$ cat src/rtl/pc_fetch_unit_pkg.sv
// Shared definitions for the fetch stage: next-PC select encoding, sequencer
// states and default reset/exception addresses.
package pc_fetch_unit_pkg;

  localparam logic [31:0] DEFAULT_RESET_PC   = 32'h0000_0000;
  localparam logic [31:0] DEFAULT_EXC_VECTOR = 32'h0000_0080;

  typedef enum logic [1:0] {
    PC_SEQ    = 2'd0,
    PC_BRANCH = 2'd1,
    PC_JUMP   = 2'd2,
    PC_JR     = 2'd3
  } pc_src_e;

  typedef enum logic [1:0] {
    IDLE  = 2'd0,
    FETCH = 2'd1,
    HOLD  = 2'd2
  } fetch_state_e;

  // Word offset to byte offset, sign-extended to the full address width.
  function automatic logic [31:0] branch_offset(input logic [15:0] imm);
    return {{14{imm[15]}}, imm, 2'b00};
  endfunction

endpackage

$ cat src/rtl/pc_fetch_unit_if.sv
// Instruction-memory request/ready channel and decode valid/ready channel of
// the fetch stage; master is the fetch unit, slave is memory plus decode.
interface pc_fetch_unit_if;

  logic        imem_req;
  logic [31:0] imem_addr;
  logic        imem_ready;
  logic [31:0] imem_rdata;

  logic        instr_valid;
  logic        instr_ready;
  logic [31:0] instr;
  logic [31:0] instr_pc;

  modport master (
    output imem_req, imem_addr, instr_valid, instr, instr_pc,
    input  imem_ready, imem_rdata, instr_ready
  );

  modport slave (
    input  imem_req, imem_addr, instr_valid, instr, instr_pc,
    output imem_ready, imem_rdata, instr_ready
  );

endinterface

$ cat src/rtl/pc_fetch_unit_next_pc_sel.sv
// Combinational next-PC selection from the external PC+4 result and the
// branch/jump information supplied by decode.
module next_pc_sel
  import pc_fetch_unit_pkg::*;
(
  input  logic [31:0] pc_plus4,
  input  pc_src_e     pc_src,
  input  logic        branch_taken,
  input  logic [15:0] branch_imm,
  input  logic [25:0] jump_index,
  input  logic [31:0] jr_target,
  output logic [31:0] next_pc
);

  always_comb begin
    // NOTE: default first so every path assigns next_pc and no latch is inferred.
    next_pc = pc_plus4;
    unique case (pc_src)
      PC_SEQ:    next_pc = pc_plus4;
      PC_BRANCH: if (branch_taken) next_pc = pc_plus4 + branch_offset(branch_imm);
      PC_JUMP:   next_pc = {pc_plus4[31:28], jump_index, 2'b00};
      PC_JR:     next_pc = jr_target & ~32'h0000_0003;
    endcase
  end

endmodule

$ cat src/rtl/pc_fetch_unit.sv
// Fetch-stage PC register and request sequencer: issues one fetch at a time,
// holds the word for decode, and redirects to the exception vector on flush.
module pc_fetch_unit
  import pc_fetch_unit_pkg::*;
#(
  parameter logic [31:0] RESET_PC   = DEFAULT_RESET_PC,
  parameter logic [31:0] EXC_VECTOR = DEFAULT_EXC_VECTOR
) (
  input  logic        clk,
  input  logic        rst_n,
  output logic [31:0] pc,
  input  logic [31:0] pc_plus4,
  input  pc_src_e     pc_src,
  input  logic        branch_taken,
  input  logic [15:0] branch_imm,
  input  logic [25:0] jump_index,
  input  logic [31:0] jr_target,
  input  logic        flush,
  pc_fetch_unit_if.master bus
);

  fetch_state_e state;
  logic         kill;
  logic         imem_req;
  logic [31:0]  imem_addr;
  logic         instr_valid;
  logic [31:0]  instr;
  logic [31:0]  instr_pc;
  logic [31:0]  next_pc;
  logic         accept;
  logic         req_outstanding;

  next_pc_sel u_next_pc_sel (
    .pc_plus4     (pc_plus4),
    .pc_src       (pc_src),
    .branch_taken (branch_taken),
    .branch_imm   (branch_imm),
    .jump_index   (jump_index),
    .jr_target    (jr_target),
    .next_pc      (next_pc)
  );

  assign accept          = (state == HOLD) && instr_valid && bus.instr_ready;
  // A request that memory has not answered this cycle cannot be withdrawn.
  assign req_outstanding = (state == FETCH) && imem_req && !bus.imem_ready;

  always_ff @(posedge clk or negedge rst_n) begin
    if (!rst_n) begin
      state       <= IDLE;
      pc          <= RESET_PC;
      kill        <= 1'b0;
      imem_req    <= 1'b0;
      imem_addr   <= 32'h0;
      instr_valid <= 1'b0;
      instr       <= 32'h0;
      instr_pc    <= 32'h0;
    end else if (flush && !kill) begin
      // NOTE: non-blocking assignments keep every register update in this
      // block order-independent within the clock edge.
      pc          <= EXC_VECTOR;
      instr_valid <= 1'b0;
      if (req_outstanding) begin
        kill <= 1'b1;
      end else begin
        state     <= FETCH;
        imem_req  <= 1'b1;
        imem_addr <= EXC_VECTOR;
      end
    end else begin
      case (state)
        IDLE: begin
          state     <= FETCH;
          imem_req  <= 1'b1;
          imem_addr <= pc;
        end
        FETCH: begin
          if (!imem_req) begin
            imem_req  <= 1'b1;
            imem_addr <= pc;
          end else if (bus.imem_ready) begin
            imem_req <= 1'b0;
            if (kill) begin
              // Response to the aborted request is dropped; pc already
              // holds the exception vector for the refetch.
              kill <= 1'b0;
            end else begin
              instr       <= bus.imem_rdata;
              instr_pc    <= imem_addr;
              instr_valid <= 1'b1;
              state       <= HOLD;
            end
          end
        end
        HOLD: begin
          if (accept) begin
            instr_valid <= 1'b0;
            pc          <= next_pc;
            state       <= FETCH;
          end
        end
        default: state <= IDLE;
      endcase
    end
  end

  assign bus.imem_req    = imem_req;
  assign bus.imem_addr   = imem_addr;
  assign bus.instr_valid = instr_valid;
  assign bus.instr       = instr;
  assign bus.instr_pc    = instr_pc;

endmodule
$ cat src/flat_wrapper.sv
// flat-port wrapper written by rule: the top's interface ports become plain ports
module pc_fetch_unit_flat import pc_fetch_unit_pkg::*;
#(
  parameter logic [31:0] RESET_PC   = DEFAULT_RESET_PC,
  parameter logic [31:0] EXC_VECTOR = DEFAULT_EXC_VECTOR
)
  (clk, rst_n, pc, pc_plus4, pc_src, branch_taken, branch_imm, jump_index, jr_target, flush, bus_imem_req, bus_imem_addr, bus_instr_valid, bus_instr, bus_instr_pc, bus_imem_ready, bus_imem_rdata, bus_instr_ready);
  pc_fetch_unit_if bus_i ();
  input  logic clk;
  input  logic rst_n;
  output logic [31:0] pc;
  input  logic [31:0] pc_plus4;
  input  pc_src_e pc_src;
  input  logic branch_taken;
  input  logic [15:0] branch_imm;
  input  logic [25:0] jump_index;
  input  logic [31:0] jr_target;
  input  logic flush;
  output wire logic [$bits(bus_i.imem_req)-1:0] bus_imem_req;
  output wire logic [$bits(bus_i.imem_addr)-1:0] bus_imem_addr;
  output wire logic [$bits(bus_i.instr_valid)-1:0] bus_instr_valid;
  output wire logic [$bits(bus_i.instr)-1:0] bus_instr;
  output wire logic [$bits(bus_i.instr_pc)-1:0] bus_instr_pc;
  input wire logic [$bits(bus_i.imem_ready)-1:0] bus_imem_ready;
  input wire logic [$bits(bus_i.imem_rdata)-1:0] bus_imem_rdata;
  input wire logic [$bits(bus_i.instr_ready)-1:0] bus_instr_ready;
  assign bus_imem_req = bus_i.imem_req;
  assign bus_imem_addr = bus_i.imem_addr;
  assign bus_instr_valid = bus_i.instr_valid;
  assign bus_instr = bus_i.instr;
  assign bus_instr_pc = bus_i.instr_pc;
  assign bus_i.imem_ready = bus_imem_ready;
  assign bus_i.imem_rdata = bus_imem_rdata;
  assign bus_i.instr_ready = bus_instr_ready;
  pc_fetch_unit #(.RESET_PC(RESET_PC), .EXC_VECTOR(EXC_VECTOR)) u_core (.clk(clk), .rst_n(rst_n), .pc(pc), .pc_plus4(pc_plus4), .pc_src(pc_src), .branch_taken(branch_taken), .branch_imm(branch_imm), .jump_index(jump_index), .jr_target(jr_target), .flush(flush), .bus(bus_i));
endmodule
$ cat config.mk
export PLATFORM = sky130hd
export DESIGN_NAME = pc_fetch_unit_flat
export DESIGN_NICKNAME = d
export VERILOG_FILES = /design/src/rtl/pc_fetch_unit_pkg.sv /design/src/rtl/pc_fetch_unit_if.sv /design/src/rtl/pc_fetch_unit_next_pc_sel.sv /design/src/rtl/pc_fetch_unit.sv /design/src/flat_wrapper.sv
export SDC_FILE = /design/constraint.sdc
export NUM_CORES = 1
export LEC_CHECK = 0
export CAP_MARGIN = 30
export CORE_MARGIN = 2
export CORE_UTILIZATION = 40
export CTS_BUF_LIST = sky130_fd_sc_hd__clkbuf_16
export DETAILED_ROUTE_END_ITERATION = 16
export DONT_BUFFER_PORTS = 1
export PLACE_DENSITY = 0.59
export SETUP_SLACK_MARGIN = 0.1
export SLEW_MARGIN = 40
export SYNTH_ARGS = -nofsm -noshare
export SYNTH_HDL_FRONTEND = slang
export SYNTH_SLANG_ARGS = --single-unit
$ cat constraint.sdc
create_clock -name clk -period 2 [get_ports clk]
set_input_delay 0.5 -clock clk [delete_from_list [all_inputs] [get_ports clk]]
set_output_delay 0.5 -clock clk [all_outputs]
set_load 0.01 [all_outputs]
== Yosys cells after proc, flatten, opt, wreduce, memory -nomap -nowiden ==
Index checks and enable logic that the tools add are counted.
Storage, ports and cells
  input port bits: 146
  register bits: 133
  logic and storage cells: 78
Operators by class
  bitwise gates (word level): 2
  reductions and logical operators: 23
  add/subtract/negate cells: 1
  equality and inequality tests: 12
  muxes and demuxes: 32
Operators with widths (number)
  two-way mux 32 bit: 7
  case mux 32 bit (4 select lines): 1
  case mux 32 bit (2 select lines): 1
  adder 32 bit: 1
  AND reduction 5 bit: 3
  two-way mux 1 bit: 14
  two-way mux 2 bit: 6
  nonzero test 2 bit: 5
  != test 3 bit, second input constant: 3
  == test 2 bit, second input constant: 3
  != test 3 x 2 -> 1 bit, second input constant: 2
  case mux 2 bit (3 select lines): 1
  nonzero test 3 bit: 2
  logical AND 1 bit: 5
  == test 2 x 1 -> 1 bit, second input constant: 2
  logical NOT 2 bit: 2
  case mux 1 bit (2 select lines): 2
  AND reduction 2 bit: 2
  AND reduction 4 bit: 1
  AND reduction 3 bit: 1
  logical NOT 1 bit: 2
  != test 2 x 1 -> 1 bit, second input constant: 1
  != test 2 bit, second input constant: 1
  NOT 1 bit: 2

== Longest topological paths before layout ==
  depth in word-level cells: 6
  mapped depth: 12
  mapped depth without buffers: 12

== By module ==
From an unflattened synthesis, not the netlist that was laid out.
Unflattened totals
  cells, all modules: 719
  area total of the unflattened synthesis: 7832.5 um2
Modules (own cells, without submodules)
  pc_fetch_unit: area an instance 5126.2 um2, cells an instance 326, times used 1
  next_pc_sel: area an instance 2706.3 um2, cells an instance 393, times used 1

== Least setup slack after synthesis ==
Ideal clock, no wire load.
  kind: input port to flip-flop
  start: input pc_plus4[2]
  end: register u_core.pc[8]
  data required time: 1.868 ns
  arrival: 2.490 ns
  slack: -0.622 ns
  stages: 12
  path buffers: 0
  setup time: 0.132 ns
  path through: ha_1 inv_1 fa_1 nor2b_4 o31a_1 o21a_1 o21a_1 nor3_1 a21o_1 mux4_2 mux2i_1 nor2_1
Between the ends
  longest elaborated chain between the ends: 6
Ends and longest elaborated chain
  start, declared: RTL line flat_wrapper.sv:12  | input logic [31:0] pc_plus4;
  adder 32 bit: RTL line pc_fetch_unit_next_pc_sel.sv:20  | PC_BRANCH: if (branch_taken) next_pc = pc_plus4 + branch_offset(branch_imm);
  two-way mux 32 bit: RTL line pc_fetch_unit_next_pc_sel.sv:20
  case mux 32 bit (4 select lines): RTL line pc_fetch_unit_next_pc_sel.sv:18  | unique case (pc_src)
  two-way mux 32 bit: RTL line pc_fetch_unit.sv:95  | if (accept) begin
  two-way mux 32 bit: RTL line pc_fetch_unit.sv:70  | case (state)
  two-way mux 32 bit: RTL line pc_fetch_unit.sv:57  | end else if (flush && !kill) begin
  end signal, assigned: RTL line pc_fetch_unit.sv:97  | pc <= next_pc;
  end, declared: RTL line pc_fetch_unit.sv:11  | output logic [31:0] pc,
Every way passes these cells. The select of a mux whose other input is x is not followed.
A chain may end at the register's enable or synchronous reset.

== Worst setup path after layout ==
Same ends and word-level chain as after synthesis.

==> flow_metrics.py <==
metrics = {
    "outcome": {
        "status": "finished, violations left",
        "violations": "negative hold slack, negative setup slack",
    },
    "yosys": {
        "async_flop_share_pct": 100,
        "synth_top_family_by_area": "compound AO/OA/AOI/OAI gates",
        "synth_compound_area_share_pct": 17.4,
        "synthSimpleGateAreaFrac_pct": 13.7,
        "synth_cell_type_count": 53,
        "synth-edff-count": 0,
        "synthCells": 766,
        "synth_seq_area_share_pct": 44.2,
        "synthAdderAreaFrac_pct": 5.08,
        "avgSynthCellArea_um2": 9.83,
        "synth_warnings": 0,
        "ys_ff_latch": 133,
        "synthTopCellsByArea": "dfrtp_1 (44%), mux2_2 (11%), nand2_1 (5.8%), ha_1 (4.8%), a21oi_1 (3.5%)",
        "yosysTopAreaCellShare_pct": 44.2,
        "ys.flop_type": "dfrtp_1",
        "synth.area.mux_share_pct": 14.3,
        "yosys.area.top_type": "dfrtp_1",
        "synth_nets": 942,
        "mappedNetlistArea_mm2": 0.00753,
        "synth_most_common_cell": "dfrtp_1",
        "synthTopCellsByCount": "dfrtp_1 (133), nand2_1 (117), mux2_2 (71), a21oi_1 (53)",
        "synth-xor-area-share_pct": 2.33,
    },
    "global_route": {
        "grt_pass1_wl_um": 37100,
        "grt-ovfl-total": 0,
        "antenna_found_initial": 0,
        "grt_pass1_vias": 6550,
        "grt_start_max_net_pins": 134,
        "grt_usage_pct": 24.1,
    },
    "worst_setup_path": {
        "cp_slowest_cell": "mux4_2",
        "cp_cell_sequence": "ha_4 > inv_2 > fa_2 > nor2b_4 > o31a_1 > o21a_1 > o21a_1 > nor3_1 > a21o_1 > mux4_2 > mux2i_1 > nor2_1",
        "critPathCapture": "u_core.pc[8]$_DFFE_PN0P_",
        "path_max_fanout": 4,
        "rrSetupSlack_ps": 70,
        "critPathKind": "primary input to flip-flop",
        "required_ps": 2300,
        "r2r_cells": 8,
        "cp_data_arrival_time_ps": 2580,
        "cp-startpoint": "pc_plus4[2]",
        "critPathLaunchType": "primary input",
        "setup.worst_path.end_class": "flip-flop",
        "reg2reg_to": "u_core.bus.instr_pc[27]$_DFFE_PN0P_",
        "timing.rr.start": "u_core.state[0]$_DFFE_PN0P_",
        "cpMostUsedCell": "o21a_1",
        "critical-path-max-stage-delay_ps": 440,
    },
    "die": {
        "rows": 50,
        "dieArea_mm2": 0.0199,
        "fp.dieH_um": 141,
        "core_area_mm2": 0.0186,
        "ioPinCount": 276,
        "fp.dieW_um": 141,
        "start_util_pct": 40.5,
    },
    "routing": {
        "highest_layer": "met4",
        "drt_iter0_markers": 328,
        "drt-met1-wl_um": 10800,
        "route.antenna.remaining_nets": 0,
        "post_drt_wl_per_cell_um": 22.9,
        "vias": 6559,
        "post_drt_via_cell_ratio": 5.93,
        "dr.pass1.iters": 5,
        "wl_met2_um": 11800,
        "drc": 0,
        "wl_met3_um": 2140,
        "wirelength_um": 25400,
    },
    "clock_tree": {
        "cts_max_level": 4,
        "root_buffer": "clkbuf_16",
        "cts.path.max_buffers": 2,
        "clk-insertion-delay-late_ps": 420,
        "cts_tree": "yes",
        "cts_buffers": 17,
        "path_clk_slew_ps": 60,
        "cts.sinks": 133,
    },
    "sta": {
        "fin_crit_ps": 2280,
        "maxSlewViolCount": 0,
        "fin_crit_sh_pct": 114,
        "setup_viol": 18,
        "fin_skew_ps": 8.03,
        "tns_ps": -2850,
        "grt_setup_unrepaired": "true",
        "hold_ws_ps": -224,
        "tightestPinTransition_ps": 675,
        "hold_viol_final": 133,
        "relSlewSlack_pct": 54.8,
        "setup_ws_ps": -280,
        "fmax_ghz": 0.439,
    },
    "pwr": {
        "power.leakage_nw": 4.54,
        "vdd_drop_max_mv": 0.578,
        "total_power_mw": 9.81,
        "powerDensity_mw_per_mm2": 985,
    },
    "placement": {
        "finalWeightedCongestion": 0.928,
        "dp_hpwl_um": 18200,
        "place_ws_ps": -806,
        "io_buffers": 0,
    },
    "final_layout": {
        "syn_to_final_growth_pct": 32.2,
        "drive_above_1_share_pct": 36.3,
        "layout.nets": 1036,
        "n_antenna_cell": 0,
    },
    "flow_run": {
        "maxCapViolCount": 0,
    },
    "hold_path": {
        "hold_path_class": "primary input to asynchronous set/reset pin",
    },
}
-- worst min path at each step --
| stage | end | cells after the start |
|---|---|---|
| 4_1_cts | u_core.bus.instr[19]$_DFFE_PN0P_ | 0 |
| 3_5_place_dp | u_core.bus.instr[19]$_DFFE_PN0P_ | 0 |
| 2_1_floorplan | u_core.bus.imem_addr[0]$_DFFE_PN0P_ | 0 |
| 3_3_place_gp | u_core.bus.instr[19]$_DFFE_PN0P_ | 0 |
| 5_1_grt | u_core.bus.instr[19]$_DFFE_PN0P_ | 0 |
| 6_report | u_core.bus.instr[19]$_DFFE_PN0P_ | 0 |
-- placed cells by master (no fill, tap or decap), drive strengths merged, types with 5 or more instances in the layout --
master	instances
nand2b	5
nor2	35
a21oi	53
o21bai	5
buf	120
o31ai	5
xnor2	13
o22ai	10
dfrtp	133
a211oi	12
inv	15
xor2	7
a221oi	5
clkbuf	19
nor3	19
clkinv	7
and3	6
mux2i	10
a31oi	8
o21ai	42
o21a	11
nand2	118
a21o	22
mux2	71
ha	29
o211ai	9
o221ai	6
nand3	39
mux4	8
-- what timing repair did --
| action | CTS | global route |
|---|---|---|
| pin swaps | 29 | 38 |
| gates resized for setup | 42 | 69 |
| gates cloned | 0 | 5 |
| buffers inserted | 7 | 18 |
| endpoints found under the hold margin | 133 | 133 |
| setup endpoints to repair | 23 | 108 |
-- layout make-up --
cell class,count,area [um2]
Tap cell,234,293
Timing Repair Buffer,122,1060
Clock inverter,15,155
Clock buffer,17,425
Multi-Input combinational cell,576,4660
Fill cell,1608,8620
Sequential cell,133,3330
Inverter,10,37.5
-- registers in the layout (all words and copies together) (netlist names) --
name	cells
u_core.bus.imem_addr	32
u_core.bus.imem_req	1
u_core.bus.instr	32
u_core.bus.instr_pc	32
u_core.bus.instr_valid	1
u_core.kill	1
u_core.pc	32
u_core.state	2
-- power breakdown --
part	switching [mW]	leakage, nW	internal, mW
clock network	1.24	0.287	1.84
registers	0.597	1.77	3.18
logic	1.47	2.49	1.49
total	3.31	4.54	6.51
-- per-layer routing --
layer | vias to the layer above | track usage (%)
met5 | - | 0
met4 | 0 | 8.79
met3 | 44 | 6.93
met2 | 325 | 38.6
met1 | 3219 | 31.3
li1 | 2971 | -
-- stage by stage --
stage               util, %  cell area [um2]  cells
CTS                    51.0             9480   1085
detailed placement     46.3             8600   1046
finish                 53.6             9960   1107
global placement       46.3             8600   1046
global route           53.6             9960   1107
floorplan                 -             7750    766
-- cell families after synthesis --
group                      count (synthesis)
AOI/OAI and AO/OA                        201
xor gates and xnor gates                  20
adders and majority gates                 30
buffers and inverters                     57
DFF                                      133
muxes                                     89
and+or+nand+nor                          236
-- worst max-delay path: cells and delay by family --
| family | cells | cell delay (ps) |
|---|---|---|
| compound gates | 4 | 720 |
| mux | 2 | 590 |
| simple gates | 3 | 240 |
| fa+ha+maj | 2 | 480 |
| buf+inv | 1 | 40 |
Note: power is estimated with default switching activity, not from simulation.
